[src/rtl/keypad_pkg.sv]
// Shared types and constants for the 3x4 keypad scanner: scan states, special
// key codes and the key-map-position to key-code table.
package keypad_pkg;

    typedef enum logic [1:0] {COL0, COL1, COL2, EVAL} state_t;

    localparam logic [3:0] KEY_NONE = 4'hF;
    localparam logic [3:0] KEY_STAR = 4'hA;
    localparam logic [3:0] KEY_HASH = 4'hB;

    // Indexed by col*4 + row
    localparam logic [3:0] KEY_CODES [0:11] = '{
        4'h1, 4'h4, 4'h7, KEY_STAR,
        4'h2, 4'h5, 4'h8, 4'h0,
        4'h3, 4'h6, 4'h9, KEY_HASH
    };

endpackage

[src/rtl/keypad_debounce.sv]
// Accepts a scan code only after DB_SCANS consecutive identical scans; emits a
// one-cycle press pulse whenever a real key (not KEY_NONE) is accepted.
module keypad_debounce
    import keypad_pkg::*;
#(
    parameter int unsigned DB_SCANS = 4
) (
    input  logic       clk,
    input  logic       rst,
    input  logic [3:0] raw,
    input  logic       eval,
    output logic [3:0] val,
    output logic       press
);

    localparam int unsigned CW = $clog2(DB_SCANS) + 1;
    localparam logic [CW-1:0] CNT_MAX = CW'(DB_SCANS);

    logic [3:0]    cand, cand_next;
    logic [CW-1:0] cnt, cnt_next;
    logic          accept;

    always_comb begin
        cand_next = cand;
        cnt_next  = cnt;
        if (raw == cand) begin
            cnt_next = (cnt == CNT_MAX) ? CNT_MAX : cnt + 1'b1;
        end else begin
            cand_next = raw;
            cnt_next  = CW'(1);
        end
        // Decide on the post-update values so val changes right after EVAL
        accept = eval && (cnt_next == CNT_MAX) && (cand_next != val);
    end

    always_ff @(posedge clk or posedge rst) begin
        if (rst) begin
            cand  <= KEY_NONE;
            cnt   <= '0;
            val   <= KEY_NONE;
            press <= 1'b0;
        end else begin
            if (eval) begin
                cand <= cand_next;
                cnt  <= cnt_next;
            end
            if (accept) begin
                val <= cand_next;
            end
            press <= accept && (cand_next != KEY_NONE);
        end
    end

endmodule

[src/rtl/keypad_scan.sv]
// 3-column x 4-row keypad scanner: drives one column at a time, samples the
// synchronized rows into a key map, and turns a single-key map into a code.
module keypad_scan
    import keypad_pkg::*;
#(
    parameter int unsigned COL_TICKS = 50000,
    parameter int unsigned DB_SCANS  = 4
) (
    input  logic       clk,
    input  logic       rst,
    input  logic [3:0] rows,
    output logic [2:0] cols,
    output logic [3:0] val,
    output logic       press
);

    localparam int unsigned DW = $clog2(COL_TICKS) + 1;
    localparam logic [DW-1:0] DWELL_LAST = DW'(COL_TICKS - 1);

    state_t      state;
    logic [DW-1:0] dwell;
    logic [11:0] keymap;
    logic [3:0]  rows_s1, rows_s2;
    logic [3:0]  raw;
    logic [3:0]  hits;
    logic [3:0]  hit_idx;
    logic        last_tick;

    always_ff @(posedge clk or posedge rst) begin
        if (rst) begin
            rows_s1 <= '0;
            rows_s2 <= '0;
        end else begin
            rows_s1 <= rows;
            rows_s2 <= rows_s1;
        end
    end

    assign last_tick = (dwell == DWELL_LAST);

    always_ff @(posedge clk or posedge rst) begin
        if (rst) begin
            state  <= COL0;
            dwell  <= '0;
            cols   <= 3'b001;
            keymap <= '0;
        end else begin
            unique case (state)
                COL0: begin
                    if (last_tick) begin
                        keymap[3:0] <= rows_s2;
                        state       <= COL1;
                        cols        <= 3'b010;
                        dwell       <= '0;
                    end else begin
                        dwell <= dwell + 1'b1;
                    end
                end
                COL1: begin
                    if (last_tick) begin
                        keymap[7:4] <= rows_s2;
                        state       <= COL2;
                        cols        <= 3'b100;
                        dwell       <= '0;
                    end else begin
                        dwell <= dwell + 1'b1;
                    end
                end
                COL2: begin
                    if (last_tick) begin
                        keymap[11:8] <= rows_s2;
                        state        <= EVAL;
                        dwell        <= '0;
                    end else begin
                        dwell <= dwell + 1'b1;
                    end
                end
                EVAL: begin
                    state <= COL0;
                    cols  <= 3'b001;
                    dwell <= '0;
                end
                default: begin
                    state <= COL0;
                    cols  <= 3'b001;
                    dwell <= '0;
                end
            endcase
        end
    end

    // Anything other than exactly one closed switch reads as no key
    always_comb begin
        hits    = '0;
        hit_idx = '0;
        for (int i = 0; i < 12; i++) begin
            if (keymap[i]) begin
                hits    = hits + 1'b1;
                hit_idx = 4'(i);
            end
        end
        raw = (hits == 4'd1) ? KEY_CODES[hit_idx] : KEY_NONE;
    end

    keypad_debounce #(
        .DB_SCANS(DB_SCANS)
    ) u_debounce (
        .clk  (clk),
        .rst  (rst),
        .raw  (raw),
        .eval (state == EVAL),
        .val  (val),
        .press(press)
    );

endmodule

[config.mk]
export PLATFORM = sky130hd
export DESIGN_NAME = keypad_scan
export DESIGN_NICKNAME = d
export VERILOG_FILES = /design/src/rtl/keypad_pkg.sv /design/src/rtl/keypad_debounce.sv /design/src/rtl/keypad_scan.sv
export SDC_FILE = /design/constraint.sdc
export NUM_CORES = 1
export LEC_CHECK = 0
export ABC_AREA = 1
export CAP_MARGIN = 20
export CORE_UTILIZATION = 50
export DETAILED_ROUTE_END_ITERATION = 16
export DONT_BUFFER_PORTS = 1
export PLACE_DENSITY = 0.68
export SLEW_MARGIN = 15
export SYNTH_ARGS = -nofsm -noshare
export SYNTH_HDL_FRONTEND = slang
export SYNTH_SLANG_ARGS = --single-unit
[constraint.sdc]
create_clock -name clk -period 5.5 [get_ports clk]
set_input_delay 1.1 -clock clk [delete_from_list [all_inputs] [get_ports clk]]
set_output_delay 1.1 -clock clk [all_outputs]
set_load 0.005 [all_outputs]
==> summary.md <==
| Metric | Value |
|---|---|
| Status | finished, violations left |
| FP Rows | 31 |
| Syn nets | between 500 and 600 |
| DP Area | between 4000 and 5000 µm² |
| Post-synthesis compound-gate area fraction | 6.98% |
| Post-CTS Hold Fix Bufs | 0 |
| Worst reg2reg path endpoint | u_debounce.val[3]$_DFFE_PP1P_ |
| Vias per cell | ~5 |
| Drt drc | 0 |
| Synth Area in XOR/XNOR | under 10% |
| Fin area | between 5000 and 6000 µm² |
| Drt wl/cell | between 10 and 15 µm |
| CP Class | flop to flop |
| Fill count | between 500 and 600 |
| Number of port buffers | 0 |
| Top FF cell, synth | dfrtp_1 |
| Fin crit share | 110% |
| Asr flop ratio synth | 100% |
| Failing checks | setup timing |
| Post-synth EDFFs | 0 |
| Worst setup startpoint | keymap[1]$_DFFE_PP0P_ |
| Sw Ratio | 23.3% |
| Post-Synth Simple-Gate Area | roughly two fifths |
| Hold Fails Final Rpt | 0 |
| Num Clock Sinks | 54 |
| P&R area growth vs syn | 33.3% |
| Hold Path Class | flop to flop |
| Startpoint Class | flop |
| RSZ-0062 raised after global routing | true |
| Combinational family with the most area after synthesis | simple AND/OR/NAND/NOR gates |
| Peak Freq | approximately 0.17 GHz |
| Placed cells | 641 |
| Reg2reg start | keymap[1]$_DFFE_PP0P_ |
| # IOs | 14 |
| Num CTS Buffers | 5 |
| Drt initial violations | 117 |
| Critical Path Fanout Max | 4 |
| Worst Path Required | between 5000 and 6000 ps |
| Yosys reg bits | 54 |
| Worst rel slew slack | 39.0% |
| Routed Antenna Nets | 0 |
| Initial Util | ~53% |
| Post-Syn Instances | around 520 |
| Cell with the most instances after synthesis | nand2_1 |
| Clk Latency, worst-skew pair | 310 ps |
| Vias in the first global route | 3,703 |
| Slew Limit Fails | 0 |
| Drt pass-1 iters | 4 |
| Setup Viol. Count Final | 12 |
| Mapped cell area | between 3000 and 4000 µm² |
| Slowest cell delay on critical path | 410 ps |
| Synth cell types | 37 |
| Flip-flop and latch area | about 1400 µm² |
| Synth top cells by count | nand2_1, inv_1, dfrtp_1, nor2_1, o21ai_0 |
| Seq/Total Area, Yosys | around a third |
| Worst Clk Skew | 11.9 ps |
| Routability Congestion | around 0.87 |
| Total wire length after detailed routing | 9570 µm |
| Via count | about 3,700 |
| Comb pwr share | approximately 1.4% |
| Slowest stage cell, crit path | dfrtp_1 |
| Sequential fraction of design power | roughly 62% |
| CTS tree | built |
| PwrDens | 125 nW/µm² |
| Total internal power | around 500 µW |
| Post-synth top area cell | dfrtp_1 |
| DIE AREA | 8100 µm² |
| Initial antenna violation count | 0 |
| H-tree depth | 2 |
| Core Util, Final | a little over two thirds |
| Fraction of layout cells with a size suffix above 1 | between 30 and 40% |
| Fin worst setup slack | -552 ps |
| Synth warnings | 0 |
| CTS Buffer Depth | 2 |
| CP Capture Type | flop |
| Adder-cell area share of the yosys netlist | ~8.1% |
| Worst reg2reg setup slack | -550 ps |
| Crit path to | u_debounce.val[3]$_DFFE_PP1P_ |
| Syn Area/Cell | 7.39 µm² |
| CP dominant cell by count | nand2_2 |
| First-pass GRT wire length | about 16,000 µm |
| Clock Root Buffer | clkbuf_8 |
| Yosys top cell area share | between 20% and 30% |
| Die Ht | ~90 µm |
| Worst vdd ir | around 0.15 mV |
| R2R depth | between 40 and 50 |
| Post-DP HPWL | 5740 µm |
| Die width | approximately 90 µm |
| Multi-input logic area | between 2000 and 2500 µm² |
| Pre-CTS WS | -664 ps |
| NumNets Final | about 650 |
| CP arrival | between 6000 and 7000 ps |
| Largest net degree at the start of global routing | 55 |
| Core ar. | ~7400 µm² |
| Clk network pwr share | approximately 37% |
| Global Route Usage Sum | about a quarter |
| Top cells by area, synth | dfrtp_1, nand2_1, ha_1 |
| Max-cap violations | 0 |
| Period minus WS final | 6050 ps |
| Mux share of post-synthesis cell area | 0% |
| CTS clk-pin slew, worst paths | 110 ps |
| Setup TNS | -4670 ps |
| Worst slew pin tran | roughly 920 ps |
| Post-Layout Cell Count | 720 |
| # diodes | 0 |
| Remaining global-route overflow | 0 |
| Pleak | ~2.7 nW |
| NetSw | 150 µW |
## state kept, by name, indices dropped and copies added, names as in the netlist
name / count
state: 2
cols: 3
u_debounce.cand: 4
u_debounce.cnt: 3
rows_s1: 4
keymap: 12
u_debounce.press: 1
dwell: 17
rows_s2: 4
u_debounce.val: 4
## layer usage
| metal | wire length (µm) | GRT usage, % | part of all wire (%) |
|---|---|---|---|
| met1 | 4140 | 29.4 | 43 |
| met5 | 0 | 0 | 0 |
| met4 | 341 | 8.87 | 3.6 |
| met3 | 293 | 3.38 | 3.1 |
| met2 | 4800 | 42.6 | 50 |
## metrics by stage
stage               hold slack (ps)  power [mW]
global route                    368       0.669
detailed placement              337       0.418
global placement                335       0.418
CTS                             363       0.653
finish                          361       0.646
floorplan                       331       0.415
## worst max-delay path, delay by kind of cell, from the launching register on
kind | cells | cell delay (ps)
AO/OA/AOI/OAI | 2 | 110
adder cells (fa/ha/maj) | 10 | 2440
buffers and inverters | 6 | 410
flip-flops | 1 | 410
AND/OR/NAND/NOR | 28 | 2650
## cells by family (layout without fill, tap and decap cells)
group | after synthesis | in the layout
adders and majority gates | 25 | 25
buffers and inverters | 92 | 188
and+or+nand+nor | 299 | 300
AOI/OAI and AO/OA | 49 | 49
DFF | 54 | 54
xor gates and xnor gates | 5 | 5
## placed cells by master, fill, tap and decap left out, types with 2 or more instances in the layout
cell / n
dfstp_2: 9
nor4_1: 3
or2_2: 2
nand3_2: 14
o21ai_0: 22
inv_1: 74
xor2_1: 5
dfrtp_1: 45
nor2_2: 6
nor2_1: 39
a21oi_1: 11
nand3_1: 22
nand2_4: 18
nor2_4: 2
nand4_1: 18
o21ai_2: 4
buf_4: 81
ha_4: 8
buf_6: 11
ha_2: 2
nand3_4: 8
clkinv_4: 2
nor3b_1: 3
nand2_2: 42
ha_1: 15
o21ai_1: 4
inv_2: 12
clkbuf_8: 5
nand2_1: 108
o31ai_1: 2
a221oi_1: 2
nor3_1: 9
## final cells by class
cell class / instances / area share [%]
multi-input cells: 379 / 48.4
flip-flops and latches: 54 / 26.4
clock buffers: 5 / 1.33
well taps: 99 / 2.40
inverters: 87 / 6.33
clock inverters: 3 / 0.558
repair buffers: 93 / 14.6
## repair_timing
action | 4_1_cts | 5_1_grt
endpoints found under the setup margin | 12 | 12
setup buffers | 69 | 9
cloned | 1 | 0
pin swaps | 24 | 41
resized for setup | 18 | 55
## power by group through the flow
| stage | logic, mW | clock network (mW) | registers (mW) |
|---|---|---|---|
| 5_1_grt | 0.0114 | 0.257 | 0.401 |
| 6_report | 0.00922 | 0.236 | 0.401 |
| 4_1_cts | 0.00994 | 0.242 | 0.401 |
| 3_3_place_gp | 0.00981 | 0 | 0.408 |
| 2_1_floorplan | 0.00660 | 0 | 0.408 |
| 3_5_place_dp | 0.00994 | 0 | 0.408 |
## worst min-delay path by stage
stage                     cells past startpoint                    to                  from  slack [ps]
after floorplan                               0  rows_s2[0]$_DFF_PP0_  rows_s1[0]$_DFF_PP0_         330
after global placement                        0  rows_s2[2]$_DFF_PP0_  rows_s1[2]$_DFF_PP0_         330
after detailed placement                      0  rows_s2[2]$_DFF_PP0_  rows_s1[2]$_DFF_PP0_         340
after CTS                                     0  rows_s2[2]$_DFF_PP0_  rows_s1[2]$_DFF_PP0_         360
after global routing                          0  rows_s2[2]$_DFF_PP0_  rows_s1[2]$_DFF_PP0_         370
final                                         0  rows_s2[2]$_DFF_PP0_  rows_s1[2]$_DFF_PP0_         360
(Power assumes the default switching activity.)
